`config.mk`:
```
export PLATFORM = sky130hd
export DESIGN_NAME = shift_compute_seq_flat
export DESIGN_NICKNAME = d
export VERILOG_FILES = /design/src/rtl/shift_compute_seq_if.sv /design/src/rtl/shift_compute_seq.sv /design/src/flat_wrapper.sv
export SDC_FILE = /design/constraint.sdc
export NUM_CORES = 1
export LEC_CHECK = 0
export BUFFER_PORTS_ARGS = -buffer_cell sky130_fd_sc_hd__buf_4
export CORE_MARGIN = 8
export CORE_UTILIZATION = 33
export CTS_CLUSTER_SIZE = 24
export DETAILED_ROUTE_END_ITERATION = 8
export PLACE_DENSITY = 0.54
export SYNTH_ARGS = -nofsm -noshare
export SYNTH_HDL_FRONTEND = slang
export SYNTH_SLANG_ARGS = --single-unit
```
`constraint.sdc`:
```
create_clock -name clk -period 1.9 [get_ports clk]
set_clock_uncertainty 0.15 [all_clocks]
set_input_delay 0.38 -clock clk [delete_from_list [all_inputs] [get_ports clk]]
set_output_delay 0.38 -clock clk [all_outputs]
set_load 0.005 [all_outputs]
```
`src/rtl/shift_compute_seq_if.sv`:
```
// Request/result handshake bundle for shift_compute_seq.
//
// Signals:
//   req_valid / req_ready : request handshake, transfer when both high at a clock edge
//   req_a, req_b          : 8-bit operands
//   req_op                : 00 ADD, 01 AND, 10 PASS_A, 11 PASS_B
//   res_valid / res_ready : result handshake, transfer when both high at a clock edge
//   res_data              : 8-bit result, stable while res_valid is high
//
// Modports:
//   master : host side; issues requests and consumes results
//   slave  : sequencer side
interface shift_compute_seq_if;
  logic       req_valid;
  logic       req_ready;
  logic [7:0] req_a;
  logic [7:0] req_b;
  logic [1:0] req_op;
  logic       res_valid;
  logic       res_ready;
  logic [7:0] res_data;

  modport master (
    output req_valid,
    output req_a,
    output req_b,
    output req_op,
    output res_ready,
    input  req_ready,
    input  res_valid,
    input  res_data
  );

  modport slave (
    input  req_valid,
    input  req_a,
    input  req_b,
    input  req_op,
    input  res_ready,
    output req_ready,
    output res_valid,
    output res_data
  );
endinterface

```
`src/rtl/shift_compute_seq.sv`:
```
// Sequencer for the serial shift/compute tile datapath.
//
// Accepts one {a, b, op} request, shifts {a, b} MSB-first into the datapath's 16-bit serial
// shift chain, pulses the ADD or AND capture enable when needed, steers the result select,
// samples the datapath output and returns the 8-bit result over a valid/ready handshake.
//
// Ports:
//   clk        : single clock, shared with the datapath
//   rst        : synchronous active-high reset
//   bus        : request/result handshake (slave modport)
//   dp_sd      : datapath serial data in (bit 0 of the shift chain)
//   dp_sel     : datapath result select (00 shift[7:0], 01 shift[15:8], 10 add, 11 and)
//   dp_en_add  : datapath ADD register capture enable
//   dp_en_and  : datapath AND register capture enable
//   dp_rst_n   : datapath rst_n; low only in the cycle the result is sampled
//   dp_res     : datapath result output
module shift_compute_seq (
  input  logic                      clk,
  input  logic                      rst,
  shift_compute_seq_if.slave        bus,
  output logic                      dp_sd,
  output logic [1:0]                dp_sel,
  output logic                      dp_en_add,
  output logic                      dp_en_and,
  output logic                      dp_rst_n,
  input  logic [7:0]                dp_res
);

  typedef enum logic [2:0] {
    StIdle,
    StShift,
    StExec,
    StSample,
    StDone
  } state_e;

  localparam logic [1:0] OpAdd   = 2'b00;
  localparam logic [1:0] OpAnd   = 2'b01;
  localparam logic [1:0] OpPassA = 2'b10;
  localparam logic [1:0] OpPassB = 2'b11;

  localparam logic [1:0] SelLo  = 2'b00;  // shift[7:0], operand B
  localparam logic [1:0] SelHi  = 2'b01;  // shift[15:8], operand A
  localparam logic [1:0] SelAdd = 2'b10;
  localparam logic [1:0] SelAnd = 2'b11;

  state_e      state_q, state_d;
  logic [15:0] tx_q, tx_d;
  logic [3:0]  cnt_q, cnt_d;
  logic [1:0]  op_q, op_d;
  logic [7:0]  res_q, res_d;

  logic        req_ready_raw;
  logic        res_valid_raw;

  always_comb begin
    state_d       = state_q;
    tx_d          = tx_q;
    cnt_d         = cnt_q;
    op_d          = op_q;
    res_d         = res_q;
    req_ready_raw = 1'b0;
    res_valid_raw = 1'b0;
    dp_sd         = 1'b0;
    dp_sel        = SelLo;
    dp_en_add     = 1'b0;
    dp_en_and     = 1'b0;
    dp_rst_n      = 1'b1;

    unique case (state_q)
      StIdle: begin
        req_ready_raw = 1'b1;
        if (bus.req_valid) begin
          tx_d    = {bus.req_a, bus.req_b};
          op_d    = bus.req_op;
          cnt_d   = 4'd0;
          state_d = StShift;
        end
      end

      StShift: begin
        // MSB of A leaves first so the chain ends up holding {a, b}.
        dp_sd = tx_q[15];
        tx_d  = {tx_q[14:0], 1'b0};
        cnt_d = cnt_q + 4'd1;
        if (cnt_q == 4'd15) begin
          state_d = StExec;
        end
      end

      StExec: begin
        // The chain holds {a, b} this cycle: capture for ADD/AND, or read it out directly.
        unique case (op_q)
          OpAdd: begin
            dp_en_add = 1'b1;
            state_d   = StSample;
          end
          OpAnd: begin
            dp_en_and = 1'b1;
            state_d   = StSample;
          end
          OpPassA: begin
            dp_sel   = SelHi;
            dp_rst_n = 1'b0;
            res_d    = dp_res;
            state_d  = StDone;
          end
          OpPassB: begin
            dp_sel   = SelLo;
            dp_rst_n = 1'b0;
            res_d    = dp_res;
            state_d  = StDone;
          end
        endcase
      end

      StSample: begin
        dp_sel   = (op_q == OpAnd) ? SelAnd : SelAdd;
        dp_rst_n = 1'b0;
        res_d    = dp_res;
        state_d  = StDone;
      end

      StDone: begin
        res_valid_raw = 1'b1;
        if (bus.res_ready) begin
          state_d = StIdle;
        end
      end

      default: begin
        state_d = StIdle;
      end
    endcase
  end

  always_ff @(posedge clk) begin
    if (rst) begin
      state_q <= StIdle;
      tx_q    <= 16'h0000;
      cnt_q   <= 4'd0;
      op_q    <= OpAdd;
      res_q   <= 8'h00;
    end else begin
      state_q <= state_d;
      tx_q    <= tx_d;
      cnt_q   <= cnt_d;
      op_q    <= op_d;
      res_q   <= res_d;
    end
  end

  // Do not advertise readiness while reset is held, even though the state is already IDLE.
  assign bus.req_ready = req_ready_raw & ~rst;
  assign bus.res_valid = res_valid_raw;
  assign bus.res_data  = res_q;

endmodule

```
`src/flat_wrapper.sv`:
```
// flat-port wrapper written by rule: the top's interface ports become plain ports
module shift_compute_seq_flat 
  (clk, rst, dp_sd, dp_sel, dp_en_add, dp_en_and, dp_rst_n, dp_res, bus_req_valid, bus_req_a, bus_req_b, bus_req_op, bus_res_ready, bus_req_ready, bus_res_valid, bus_res_data);
  shift_compute_seq_if bus_i ();
  input  logic clk;
  input  logic rst;
  output logic dp_sd;
  output logic [1:0] dp_sel;
  output logic dp_en_add;
  output logic dp_en_and;
  output logic dp_rst_n;
  input  logic [7:0] dp_res;
  input wire logic [$bits(bus_i.req_valid)-1:0] bus_req_valid;
  input wire logic [$bits(bus_i.req_a)-1:0] bus_req_a;
  input wire logic [$bits(bus_i.req_b)-1:0] bus_req_b;
  input wire logic [$bits(bus_i.req_op)-1:0] bus_req_op;
  input wire logic [$bits(bus_i.res_ready)-1:0] bus_res_ready;
  output wire logic [$bits(bus_i.req_ready)-1:0] bus_req_ready;
  output wire logic [$bits(bus_i.res_valid)-1:0] bus_res_valid;
  output wire logic [$bits(bus_i.res_data)-1:0] bus_res_data;
  assign bus_i.req_valid = bus_req_valid;
  assign bus_i.req_a = bus_req_a;
  assign bus_i.req_b = bus_req_b;
  assign bus_i.req_op = bus_req_op;
  assign bus_i.res_ready = bus_res_ready;
  assign bus_req_ready = bus_i.req_ready;
  assign bus_res_valid = bus_i.res_valid;
  assign bus_res_data = bus_i.res_data;
  shift_compute_seq u_core (.clk(clk), .rst(rst), .bus(bus_i), .dp_sd(dp_sd), .dp_sel(dp_sel), .dp_en_add(dp_en_add), .dp_en_and(dp_en_and), .dp_rst_n(dp_rst_n), .dp_res(dp_res));
endmodule
```
==> impl_metrics.env <==
export IMPL_core_area_um2=4630
export IMPL_synth_cell_types=41
export IMPL_drive_above_1_share_pct=42.5
export IMPL_grt_first_pass_wirelength_um=6910
export IMPL_diodes=0
export IMPL_die_height_um=84.7
export IMPL_main_combinational_cell_family_by_area_after_synthesis="simple AND/OR/NAND/NOR gates"
export IMPL_synthTopCellsByCount="sky130_fd_sc_hd__dfxtp_1, sky130_fd_sc_hd__a21oi_1, sky130_fd_sc_hd__nand3_1"
export IMPL_timing_hold_worst_class="in2reg"
export IMPL_hold_violations=0
export IMPL_synth_area_top_cells="sky130_fd_sc_hd__dfxtp_1, sky130_fd_sc_hd__a21oi_1, sky130_fd_sc_hd__nand3_1"
export IMPL_finalWirelength_um=4320
export IMPL_detailedPlacementHpwl_um=2940
export IMPL_critPathLaunchType="flop"
export IMPL_detail_route_vias_per_cell=5.42
export IMPL_synthesis_nets=203
export IMPL_grt_ovfl_total=0
export IMPL_rsz0062_at_grt="yes"
export IMPL_cp_max_fo=5
export IMPL_final_min_clock_period_ns=1.86
export IMPL_die_area_um2=7170
export IMPL_ctsLongestPathBuffers=2
export IMPL_r2r_setup_slack_ns=0.14
export IMPL_clock_root_buffer="sky130_fd_sc_hd__clkbuf_8"
export IMPL_quantity_of_hold_fixing_buffers_added_after_cts=0
export IMPL_gr_usage_all_layers_pct=12.0
export IMPL_synth_fa_ha_area_share_pct=0.805
export IMPL_yosysSeqAreaShare_pct=42.5
export IMPL_fmax_mhz=537
export IMPL_routed_via_count=1480
export IMPL_clkSinkCount=33
export IMPL_row_count=25
export IMPL_synth_compound_gate_area_share_pct=21.3
export IMPL_remaining_drc_errors=0
export IMPL_chipWidth_um=84.7
export IMPL_cts_tree="yes"
export IMPL_maximum_number_of_pins_on_one_net_before_global_route_repair=34
export IMPL_synth_mux_area_share_pct=1.29
export IMPL_setup_viol=0
export IMPL_postSynthAreaPerCell_um2=9.04
export IMPL_worst_endpoint_required_ns=1.37
export IMPL_finish_instance_area_um2=2080
export IMPL_design_final_nets=249
export IMPL_antenna_found_initial=0
export IMPL_synth_top_cell_area_share_pct=42.5
export IMPL_max_cap_violations=0
export IMPL_max_vdd_ir_drop_uv=328
export IMPL_synthDominantAreaCellType="sky130_fd_sc_hd__dfxtp_1"
export IMPL_crit_type="reg2out"
export IMPL_timing_critical_path_to_type="primary output"
export IMPL_synth_seq_cells=33
export IMPL_detailedRoute_firstIterationViolations=100
export IMPL_setup_total_negative_slack_ns=0
export IMPL_detail_route_first_pass_iterations=4
export IMPL_number_of_flops_mapped_to_enable_cells_by_yosys=0
export IMPL_run_status="completed"
export IMPL_h_tree_depth=2
export IMPL_critPathMostFrequentCell="sky130_fd_sc_hd__buf_4"
export IMPL_ioPinCount=46
export IMPL_maxSlewHeadroom_pct=72.0
export IMPL_ant_nets=0
export IMPL_async_flop_share_pct=0
export IMPL_power_per_cell_area_nw_per_um2=952
export IMPL_port_buffers=45
export IMPL_area_growth_syn_to_layout_pct=33.7
export IMPL_clock_insertion_delay_worst_skew_ns=0.29
export IMPL_clk_pin_slew_worst_paths_ns=0.06
export IMPL_mappedNetlistArea_um2=1560
export IMPL_yosys_area_share_simple_pct=27.4
export IMPL_synthXorXnorAreaFrac_pct=0
export IMPL_numCtsBuffers=5
export IMPL_avgRoutedWirePerCell_um=15.8
export IMPL_final_period_utilization_pct=98.0
export IMPL_cellLeakagePower_nw=0.814
export IMPL_gp_congestion=0.715
export IMPL_max_stage_delay_ns=0.31
export IMPL_initial_utilization_pct=33.6
export IMPL_postPlaceCellArea_um2=1930
export IMPL_ys_dominant_reg_cell="sky130_fd_sc_hd__dfxtp_1"
export IMPL_yosys_warnings=0
export IMPL_transition_at_the_pin_with_the_smallest_max_transition_slack_ns=0.421
export IMPL_grt_pass1_vias=1500
export IMPL_worst_path_max_delay_cell="sky130_fd_sc_hd__dfxtp_1"
export IMPL_syn_instance_count=172
export IMPL_crit_path_cell_trace="buf_4 > or2_4 > nor3_2 > buf_4"
export IMPL_crit_arrival_ns=1.33
export IMPL_maxSlewViolCount=0
export IMPL_yosys_cell_count_top_type="sky130_fd_sc_hd__dfxtp_1"
[stage by stage]
step | hold slack (ns) | setup WS (ns) | power, mW | utilization, % | std cells
2_1_floorplan | 0.298 | 0.268 | 1.22 | - | 172
3_3_place_gp | 0.314 | 0.143 | 1.35 | 41.6 | 263
3_5_place_dp | 0.314 | 0.0931 | 1.38 | 41.6 | 263
4_1_cts | 0.174 | -0.00275 | 1.99 | 44.5 | 273
5_1_grt | 0.185 | -0.0198 | 2.09 | 44.9 | 273
6_report | 0.188 | 0.0385 | 1.98 | 44.9 | 273
[cell type report]
type	count	area, um2
Clock inverter	1	5.00
Inverter	1	3.75
Timing Repair Buffer	56	420
Sequential cell	33	676
Clock buffer	7	96.3
Multi-Input combinational cell	121	811
Tap cell	54	67.6
Fill cell	459	2550
[path summary, 6_finish.rpt]
| check | cells after the start | start | end |
|---|---|---|---|
| worst max-delay path | 4 | u_core.op_q[1] | dp_en_add |
| worst min-delay path | 3 | bus_req_op[0] | u_core.op_q[0] |
| worst max register to register | 4 | u_core.state_q[0] | u_core.tx_q[15] |
| worst min register to register | 2 | u_core.tx_q[4] | u_core.tx_q[4] |
[sequential cells by signal, indices dropped and copies added (netlist names)]
| name | count |
|---|---|
| u_core.bus.res_data | 8 |
| u_core.cnt_q | 4 |
| u_core.op_q | 2 |
| u_core.state_q | 3 |
| u_core.tx_q | 16 |
[where the power goes]
group          total, mW  switching, mW  internal [mW]
Combinational      0.561          0.304          0.257
Sequential         0.831         0.0550          0.776
Clock              0.588          0.261          0.327
[repair_timing]
item | CTS | global route
pin swaps | 1 | 2
endpoints found under the hold margin | 0 | 0
setup endpoints to repair | 6 | 7
resized for setup | 7 | 6
buffers inserted | 2 | 0
[layer usage]
metal,GRT usage (%),share of wire [%],wire (um)
met5,0,0,0
met2,19.7,51,2210
met4,7.61,1.2,52
met3,3.80,4.8,209
met1,13.1,43,1840
[cell usage in the layout (no fill, tap or decap), types with 3 or more instances in the layout]
master,n
sky130_fd_sc_hd__a22oi_1,5
sky130_fd_sc_hd__a21oi_2,4
sky130_fd_sc_hd__o22ai_1,10
sky130_fd_sc_hd__a21oi_1,19
sky130_fd_sc_hd__o21ai_0,5
sky130_fd_sc_hd__buf_4,56
sky130_fd_sc_hd__nand2b_1,3
sky130_fd_sc_hd__nor3_1,13
sky130_fd_sc_hd__o21ai_1,3
sky130_fd_sc_hd__nor3_2,8
sky130_fd_sc_hd__clkbuf_8,7
sky130_fd_sc_hd__nand2_1,5
sky130_fd_sc_hd__dfxtp_4,4
sky130_fd_sc_hd__nand3_1,17
sky130_fd_sc_hd__dfxtp_1,29
sky130_fd_sc_hd__nand2_2,3
[worst max-delay path, delay by kind of cell, from the launching register on]
| family | cells | cell delay, ns |
|---|---|---|
| DFF | 1 | 0.31 |
| buffers and inverters | 2 | 0.29 |
| and+or+nand+nor | 2 | 0.46 |
[cells by family (layout without fill, tap and decap cells)]
family | count (synthesis) | after routing
buf+inv | 18 | 65
fa+ha+maj | 1 | 1
simple gates | 66 | 66
mux | 2 | 2
compound gates | 52 | 52
flops | 33 | 33
Power figures use the tool's default switching activity.
